$ cat src/rtl/branch_tag_alloc.sv
// branch_tag_alloc: gives each decoded branch a one-hot tag and stamps every instruction with the speculative branch mask.
// Latency: one cycle, through a one-entry registered output stage.
// Backpressure: in_ready drops on reset, on a kill, when the output is held, or when a branch finds no free tag.
// Optional feature macro: BRTAG_CLEAN_BYPASS_EN (a tag freed by a clean may be allocated in the same cycle).
module branch_tag_alloc #(
  parameter int NUM_TAGS = 4,
  localparam int TAG_W = $clog2(NUM_TAGS)
) (
  input  logic                clk,
  input  logic                rst,
  input  logic                in_valid,
  input  logic                in_is_br,
  output logic                in_ready,
  output logic                out_valid,
  input  logic                out_ready,
  output logic [NUM_TAGS-1:0] out_mask,
  output logic [TAG_W-1:0]    out_tag,
  output logic                out_is_br,
  input  logic                bc_valid,
  input  logic [TAG_W-1:0]    bc_tag,
  input  logic                bc_clean,
  output logic [TAG_W:0]      free_cnt
);

  logic [NUM_TAGS-1:0] free_q;
  logic [NUM_TAGS-1:0] cur_mask_q;
  logic [NUM_TAGS-1:0] snap_q [NUM_TAGS];
  logic                out_valid_q;
  logic [NUM_TAGS-1:0] out_mask_q;
  logic [TAG_W-1:0]    out_tag_q;
  logic                out_is_br_q;
  logic [TAG_W:0]      free_cnt_q;

  logic                clean;
  logic                kill;
  logic [NUM_TAGS-1:0] bc_onehot;
  logic [NUM_TAGS-1:0] clean_bits;
  logic [NUM_TAGS-1:0] kill_set;
  logic [NUM_TAGS-1:0] avail;
  logic [NUM_TAGS-1:0] new_mask;
  logic [NUM_TAGS-1:0] free_n;
  logic [NUM_TAGS-1:0] cur_mask_n;
  logic [TAG_W-1:0]    alloc_idx;
  logic                any_avail;
  logic                accept;
  logic                accept_br;
  logic                out_hit;

  assign clean      = bc_valid & bc_clean;
  assign kill       = bc_valid & ~bc_clean;
  assign bc_onehot  = NUM_TAGS'(1) << bc_tag;
  assign clean_bits = clean ? bc_onehot : '0;

  // Kill set: the resolved tag plus every tag allocated while it was still in flight.
  always_comb begin
    kill_set = bc_onehot;
    for (int u = 0; u < NUM_TAGS; u++) begin
      if (snap_q[u][bc_tag]) kill_set[u] = 1'b1;
    end
  end

`ifdef BRTAG_CLEAN_BYPASS_EN
  // A tag being cleaned this cycle can be handed straight to a new branch.
  assign avail = free_q | clean_bits;
`else
  assign avail = free_q;
`endif

  // Lowest-index available tag wins the allocation.
  always_comb begin
    alloc_idx = '0;
    for (int i = NUM_TAGS - 1; i >= 0; i--) begin
      if (avail[i]) alloc_idx = TAG_W'(i);
    end
  end

  assign any_avail = |avail;
  assign in_ready  = ~rst & ~kill & (~out_valid_q | out_ready) & ~(in_is_br & ~any_avail);
  assign accept    = in_valid & in_ready;
  assign accept_br = accept & in_is_br;
  // A same-cycle clean wins over the mask being stamped on the incoming instruction.
  assign new_mask  = cur_mask_q & ~clean_bits;
  // The held instruction dies if it sits under the killed branch or is that branch itself.
  assign out_hit   = out_mask_q[bc_tag] | (out_is_br_q & (out_tag_q == bc_tag));

  // Next free vector and speculative mask: release on clean/kill first, then allocate.
  always_comb begin
    free_n     = free_q | clean_bits;
    cur_mask_n = cur_mask_q & ~clean_bits;
    if (kill) begin
      free_n     = free_n | kill_set;
      cur_mask_n = cur_mask_n & ~kill_set;
    end
    if (accept_br) begin
      free_n[alloc_idx]     = 1'b0;
      cur_mask_n[alloc_idx] = 1'b1;
    end
  end

  function automatic logic [TAG_W:0] popcount(input logic [NUM_TAGS-1:0] v);
    logic [TAG_W:0] c;
    c = '0;
    for (int i = 0; i < NUM_TAGS; i++) c = c + (TAG_W+1)'(v[i]);
    return c;
  endfunction

  // Tag bookkeeping: free list, current mask, dependency snapshots, free count.
  always_ff @(posedge clk) begin
    if (rst) begin
      free_q     <= '1;
      cur_mask_q <= '0;
      free_cnt_q <= (TAG_W+1)'(NUM_TAGS);
      for (int u = 0; u < NUM_TAGS; u++) snap_q[u] <= '0;
    end else begin
      free_q     <= free_n;
      cur_mask_q <= cur_mask_n;
      free_cnt_q <= popcount(free_n);
      for (int u = 0; u < NUM_TAGS; u++) begin
        if (accept_br && (alloc_idx == TAG_W'(u))) snap_q[u] <= new_mask;
        else                                        snap_q[u] <= snap_q[u] & ~clean_bits;
      end
    end
  end

  // One-entry output stage: load on accept, drain on out_ready, squash on a matching kill.
  always_ff @(posedge clk) begin
    if (rst) begin
      out_valid_q <= 1'b0;
      out_mask_q  <= '0;
      out_tag_q   <= '0;
      out_is_br_q <= 1'b0;
    end else if (accept) begin
      out_valid_q <= 1'b1;
      out_mask_q  <= new_mask;
      out_tag_q   <= accept_br ? alloc_idx : '0;
      out_is_br_q <= in_is_br;
    end else begin
      out_mask_q <= out_mask_q & ~clean_bits;
      if (out_ready || (kill && out_hit)) out_valid_q <= 1'b0;
    end
  end

  assign out_valid = out_valid_q;
  assign out_mask  = out_mask_q;
  assign out_tag   = out_tag_q;
  assign out_is_br = out_is_br_q;
  assign free_cnt  = free_cnt_q;

endmodule

$ cat config.mk
export PLATFORM = sky130hd
export DESIGN_NAME = branch_tag_alloc
export DESIGN_NICKNAME = d
export VERILOG_FILES = /design/src/rtl/branch_tag_alloc.sv
export SDC_FILE = /design/constraint.sdc
export NUM_CORES = 1
export LEC_CHECK = 0
export ABC_AREA = 0
export BUFFER_PORTS_ARGS = -buffer_cell sky130_fd_sc_hd__buf_2
export CAP_MARGIN = 30
export CORE_ASPECT_RATIO = 0.75
export CORE_MARGIN = 10
export CORE_UTILIZATION = 59
export CTS_BUF_LIST = sky130_fd_sc_hd__clkbuf_4
export DETAILED_ROUTE_END_ITERATION = 8
export GPL_TIMING_DRIVEN = 1
export HOLD_SLACK_MARGIN = 0.08
export PLACE_DENSITY = 0.91
export SETUP_SLACK_MARGIN = 0.02
export SKIP_LAST_GASP = 1
export SLEW_MARGIN = 15
export SYNTH_ARGS = -nofsm -noshare
export SYNTH_HDL_FRONTEND = slang
export SYNTH_SLANG_ARGS = --single-unit
$ cat constraint.sdc
create_clock -name clk -period 3.52 [get_ports clk]
set_input_delay 0.352 -clock clk [delete_from_list [all_inputs] [get_ports clk]]
set_output_delay 0.352 -clock clk [all_outputs]
set_load 0.01 [all_outputs]
Word level (Yosys, flattened, before mapping)
Memory sizes are Yosys's and may differ from the RTL's.
Cells that the tools add are included.
{ "totals": {"latchBits": 0, "out_inout_bits": 12, "word_cells": 131, "in_bits": 9, "register_bits": 19, "mem_bits_rw": 16, "n_memories": 1, "rom_bits": 0} }
{ "mem_list": {"columns": ["name", "depth", "width", "read_ports", "rd_clocked_by_memory_dff", "wr", "line_no", "source"], "rows": [
  ["snap_q", 4, 4, 4, 0, 4, "27", "logic [NUM_TAGS-1:0] snap_q [NUM_TAGS];"]
]} }
{ "op_classes": {"eq_ne": 4, "reduce_logical": 10, "n_bitwise": 39, "muxes": 63, "div_mod_pow": 0, "n_mul": 0, "n_lt_le_gt_ge": 3, "shifts": 1, "n_addsub": 3} }
{ "ops": {"columns": ["cell", "count"], "rows": [
  ["$mux W4", 14],
  ["$mux W1", 38],
  ["$and A4 B4 Y4", 8],
  ["$not A4 Y4", 3],
  ["$or A4 B4 Y4", 3],
  ["$bmux W1 S2", 5],
  ["$mux W2", 5],
  ["$or A1 B1 Y1", 10],
  ["$and A1 B1 Y1", 9],
  ["$logic_and A1 B1 Y1", 6],
  ["$lt A2 B3 Y1 const B", 2],
  ["$not A1 Y1", 6],
  ["$eq A2 B2 Y1 const B", 2],
  ["$reduce_or A4 Y1", 1],
  ["$shl A1 B2 Y4 const A", 1],
  ["$add A2 B1 Y3", 1],
  ["$add A3 B1 Y3", 1],
  ["$add A1 B1 Y2", 1],
  ["$demux W1 S2", 1],
  ["$eq A2 B1 Y1 const B", 1],
  ["$eq A2 B2 Y1", 1],
  ["$ge A2 B1 Y1 const B", 1],
  ["$logic_not A2 Y1", 1],
  ["$reduce_bool A2 Y1", 1],
  ["$logic_or A1 B1 Y1", 1]
]} }

Longest topological paths before layout
{ "depth": {"word_depth": 14, "mapped_depth": 9, "depth_no_buf": 8} }

Worst setup path before layout
Ideal clock, no wire load.
{ "synth_path": {"path_type": "input to register", "start": "input port bc_valid", "end": "register free_cnt_q[2], in the netlist free_cnt[2]", "arrival_time_ns": 2.421, "t_required_ns": 3.397, "slack_ns": 0.976, "setup_ns": 0.123, "stages": 9, "cell_sequence": "nor2b_1 -> buf_2 -> or4_4 -> buf_6 -> o31a_1 -> fa_1 -> ha_1 -> ha_1 -> or2_2"} }
{ "synth_via": {"elab_chain_len": 11, "word_cells_on_any_way": 17} }
{ "synth_rtl": {"columns": ["element", "line_no", "source"], "rows": [
  ["from (decl)", "19", "input logic bc_valid,"],
  ["$and A1 B1 Y1", "50", "assign kill = bc_valid & ~bc_clean;"],
  ["$not A1 Y1", "78", "assign in_ready = ~rst & ~kill & (~out_valid_q | out_ready) & ~(in_is_br & ~any_avail);"],
  ["$and A1 B1 Y1 (3 in a row)", "78", null],
  ["$and A1 B1 Y1", "79", "assign accept = in_valid & in_ready;"],
  ["$and A1 B1 Y1", "80", "assign accept_br = accept & in_is_br;"],
  ["$mux W4 (*)", "94", "if (accept_br) begin"],
  ["net free_n[0]", "41", "logic [NUM_TAGS-1:0] free_n;"],
  ["$add A1 B1 Y2 (*)", "103", "for (int i = 0; i < NUM_TAGS; i++) c = c + (TAG_W+1)'(v[i]);"],
  ["$add A2 B1 Y3 (*)", "103", null],
  ["$add A3 B1 Y3 (*)", "103", null],
  ["to (signal assigned)", "112", "free_cnt_q <= (TAG_W+1)'(NUM_TAGS);"],
  ["to (signal assigned)", "117", "free_cnt_q <= popcount(free_n);"],
  ["to (decl)", "32", "logic [TAG_W:0] free_cnt_q;"]
]} }
Mark *: on every way through the listed nets, which the timed path passes. The rest lies on a longest branch.
A chain may end at the register's enable or synchronous reset.

Final worst setup path
{ "layout_path": {"start": "register free_q[0], in the netlist avail[0]", "end": "register free_cnt_q[2], in the netlist free_cnt[2]"} }
{ "layout_via": {"word_cells_on_any_way": 22} }
{ "layout_rtl": {"columns": ["element", "line_no", "source"], "rows": [
  ["from (decl)", "25", "logic [NUM_TAGS-1:0] free_q;"],
  ["from (signal assigned)", "115", "free_q <= free_n;"],
  ["$mux W2 / $reduce_or A4 Y1 (equally long branches)", "73, 77", null],
  ["$lt A2 B3 Y1 (not written as such), or another cell as far along", "95", "free_n[alloc_idx] = 1'b0;"],
  ["$logic_and A1 B1 Y1 (not written as such) / $and A1 B1 Y1 (equally long branches)", "95, 78", null],
  ["$mux W1 (not written as such) / $not A1 Y1 (equally long branches)", "95, 78", null],
  ["$demux W1 S2 / $and A1 B1 Y1 (equally long branches)", "95, 78", null],
  ["$not A4 Y4 (no source line) / $and A1 B1 Y1 (equally long branches)", null, null],
  ["$and A4 B4 Y4 (no source line) / $and A1 B1 Y1 (equally long branches)", null, null],
  ["$mux W4 (*)", "94", null],
  ["net free_n[3]", "41", null],
  ["$add A3 B1 Y3 (*)", "103", null]
]} }
Marks and branches as above.

==> parameters.txt <==
Parameter                              Value

Run status
  Outcome ... finished, final reports clean

Power
  Max IR drop VDD ... 0.3115 mV
  Cell leakage power ... 0.7045 nW
  Power consumption ... 0.0007645 W
  Power per cell area ... 411.7 nW/um2

Timing
  RSZ-0062 raised after global routing ... false
  Final sum of negative setup slack ... 0 ns
  Rel. slew slack ... 55.88%
  Min setup slack post-route ... 0.9359 ns
  Final clock period utilization by the worst path ... 73.41%
  Achievable Freq ... 387.0 MHz
  Count of final setup violators ... 0
  Worst hold slack across all endpoints ... 0.3553 ns
  Fin Clk Skew ... 0.02330 ns
  Final critical delay including setup and external delays ... 2.584 ns
  Final-report hold violation count ... 0
  Pin slew with the least headroom to its limit ... 0.6604 ns
  Number of max-slew violations in the final report ... 0

Yosys
  Flop and latch count out of synthesis ... 31
  Share of the synthesized area in the top cell type ... 23.28%
  Mean Syn Cell Area ... 9.903 um2
  Commonest cells in the synthesized netlist ... sky130_fd_sc_hd__dfxtp_1, sky130_fd_sc_hd__o21ai_0, sky130_fd_sc_hd__nand3_1
  Top-count cell post-synth ... sky130_fd_sc_hd__dfxtp_1
  Portion of the post-synthesis area used by sequential elements ... 45.33%
  Area of the mapped netlist ... 1634 um2
  EDFF count, synth ... 12
  Count of mapped cells out of synthesis ... 165
  Ys flop type ... sky130_fd_sc_hd__dfxtp_1
  Synth Warn # ... 0
  Cell type with the largest total area after synthesis ... sky130_fd_sc_hd__dfxtp_1
  Share of flip-flops with an asynchronous set or reset after synthesis ... 0%
  Netlist cell types ... 46
  Synth area leaders ... sky130_fd_sc_hd__dfxtp_1, sky130_fd_sc_hd__edfxtp_1, sky130_fd_sc_hd__o21ai_0, sky130_fd_sc_hd__nand3_1, sky130_fd_sc_hd__nor2b_1

CTS
  Number of clock sinks ... 31
  Worst-case clock buffer depth ... 2
  Clock-pin slew on the worst setup and hold paths ... 0.11 ns
  Number of buffers added to fix hold violations after cts ... 0
  Number of gates given a new drive strength after cts ... 0
  Level count of the clock H-tree ... 2
  Clock latency at the later pin of the worst-skew pair ... 0.36 ns
  Setup bufs post-CTS ... 0
  Clock tree root driver cell ... sky130_fd_sc_hd__clkbuf_4
  Number of buffers inserted during clock tree synthesis ... 5
  TritonCTS clock tree ... built

Floorplan
  Die W ... 80.77 um
  Height of the die ... 65.58 um
  Core ar. ... 2623 um2
  Initial Util ... 62.31%
  Site Rows ... 16
  Boundary Pins ... 21
  Overall die area ... 5296 um2

Routing
  DR DRC count ... 0
  Detailed Route WL ... 4105 um
  Iteration-0 DRC count of the detailed router ... 186
  WL/cell ... 17.69 um
  Routed Antenna Nets ... 0
  Vias post-DR ... 1407
  Number of iterations in the first detailed-routing pass ... 4
  Vias per std cell ... 6.065

Worst setup path
  Type of the worst setup path ... reg2reg
  Critical path peak fanout ... 7
  Startpoint type of the worst setup path ... flop
  Most common cell on crit path ... sky130_fd_sc_hd__ha_1
  Buffers & Inverters on Critical Path ... 0
  CP delay by family, top ... simple AND/OR/NAND/NOR gates
  Worst stage delay on the critical path ... 0.47 ns
  Required time at the worst-slack endpoint ... 3.77 ns
  Critical path capture point type ... flop
  Slowest stage cell on the critical path ... sky130_fd_sc_hd__fa_1
  Arrival time at the worst endpoint ... 2.83 ns
  Series of cell instances along the critical path ... or3b_4, nor4_4, nand2_1, o31a_1, fa_1, ha_1, ha_1, or2_2

Worst hold path
  Class of the most critical hold timing path ... in2reg

Place
  Detailed placement HPWL ... 3020 um
  Worst setup timing slack at the placement stage ... 0.7853 ns
  Routability congestion estimate from global placement ... 0.9144
  Quantity of I/O buffers inserted on ports ... 20
  Placed cell count ... 224

GRT
  Total global routing overflow ... 0
  Wire length of the first global-routing pass ... 6630 um
  Largest net degree at the start of global routing ... 21
  Vias in the first global route ... 1400
  Initial antenna violation count ... 0
  Overall Global Routing Usage ... 16.15%

Final layout
  Area grow syn2layout ... 13.63%
  Number of non-filler instances in the completed layout ... 232
  Share of cells above drive strength 1 ... 19.39%
  Antenna cells ... 0
  Post-layout net count ... 207

Job
  Max-cap check violation count ... 0
## cell type report
class,instances,area [um2]
Multi-Input combinational cell,136,890.9
Fill cell,198,765.7
Sequential cell,31,740.7
Timing Repair Buffer,20,100.1
Tap cell,36,45.04
Clock inverter,3,38.79
Clock buffer,5,37.54
Inverter,1,3.754
## kinds of logic after synthesis
logic type               synth area share (%)
AND/OR/NAND/NOR                         24.96
AO/OA/AOI/OAI                           17.84
flip-flops                              45.33
buffers and inverters                   2.679
multiplexers                            5.130
adder cells (fa/ha/maj)                 2.756
XOR/XNOR                                1.072
other                                  0.2295
## worst reg2reg max path, cell delays in order, from the launching register on
cell and delay (ns):
sky130_fd_sc_hd__dfxtp_1 0.38, sky130_fd_sc_hd__or3b_4 0.46, sky130_fd_sc_hd__nor4_4 0.23, sky130_fd_sc_hd__nand2_1 0.17, sky130_fd_sc_hd__o31a_1 0.16, sky130_fd_sc_hd__fa_1 0.47
sky130_fd_sc_hd__ha_1 0.20, sky130_fd_sc_hd__ha_1 0.16, sky130_fd_sc_hd__or2_2 0.26
## final timing paths
check	startpoint	cells past startpoint	endpoint	slack (ns)
worst max-delay path	avail[0]$_SDFF_PP1_	8	free_cnt[2]$_SDFF_PP1_	0.94
worst min-delay path	in_is_br	3	out_is_br$_SDFFE_PP0N_	0.36
worst max register to register	avail[0]$_SDFF_PP1_	8	free_cnt[2]$_SDFF_PP1_	0.94
worst min register to register	out_mask[0]$_SDFF_PP0_	2	out_mask[0]$_SDFF_PP0_	0.50
## per-stage QoR
stage | cell area, um2 | utilization, %
final | 1857 | 70.80
after global routing | 1857 | 70.80
after CTS | 1857 | 70.80
after detailed placement | 1780 | 67.89
after global placement | 1780 | 67.89
after floorplan | 1675 | -
## metal layers
layer / vias up / GRT usage [%] / wire, um
met4: 0 / 8.405 / 81
li1: 673 / - / -
met1: 648 / 18.21 / 1635
met5: - / 0 / 0
met2: 77 / 26.09 / 1922
met3: 9 / 6.114 / 466
## cell usage in the layout, fill, tap and decap left out, types with 3 or more instances in the layout
master                     netlist  routed
sky130_fd_sc_hd__or2_2           3       3
sky130_fd_sc_hd__nor2_1          8       8
sky130_fd_sc_hd__dfxtp_1        19      19
sky130_fd_sc_hd__clkbuf_4        0       5
sky130_fd_sc_hd__o21ai_1         6       6
sky130_fd_sc_hd__nor2b_1        10      10
sky130_fd_sc_hd__nand3_1        13      13
sky130_fd_sc_hd__conb_1          1      12
sky130_fd_sc_hd__o31a_1          3       3
sky130_fd_sc_hd__o21ai_0        14      14
sky130_fd_sc_hd__nand2b_1        4       4
sky130_fd_sc_hd__a21oi_1         6       6
sky130_fd_sc_hd__a211oi_1        5       5
sky130_fd_sc_hd__buf_2           2      20
sky130_fd_sc_hd__mux2i_1         5       5
sky130_fd_sc_hd__nand2_1        11      11
sky130_fd_sc_hd__o41a_1          3       3
sky130_fd_sc_hd__edfxtp_1       12      12
## flip-flops by register name, summed over array words and instances, names as in the netlist
register	cells
snap_q	12
avail	4
cur_mask_q	4
out_mask	4
free_cnt	3
out_tag	2
out_is_br	1
out_valid	1
## where the power goes
part	leakage (nW)	switching [W]	internal, W	total [W]
logic	0.384	0.0000516	0.0000330	0.0000846
clock network	0.0426	0.000135	0.000146	0.000281
registers	0.277	0.00000949	0.000389	0.000399
Note: power is estimated with default switching activity, not from simulation.
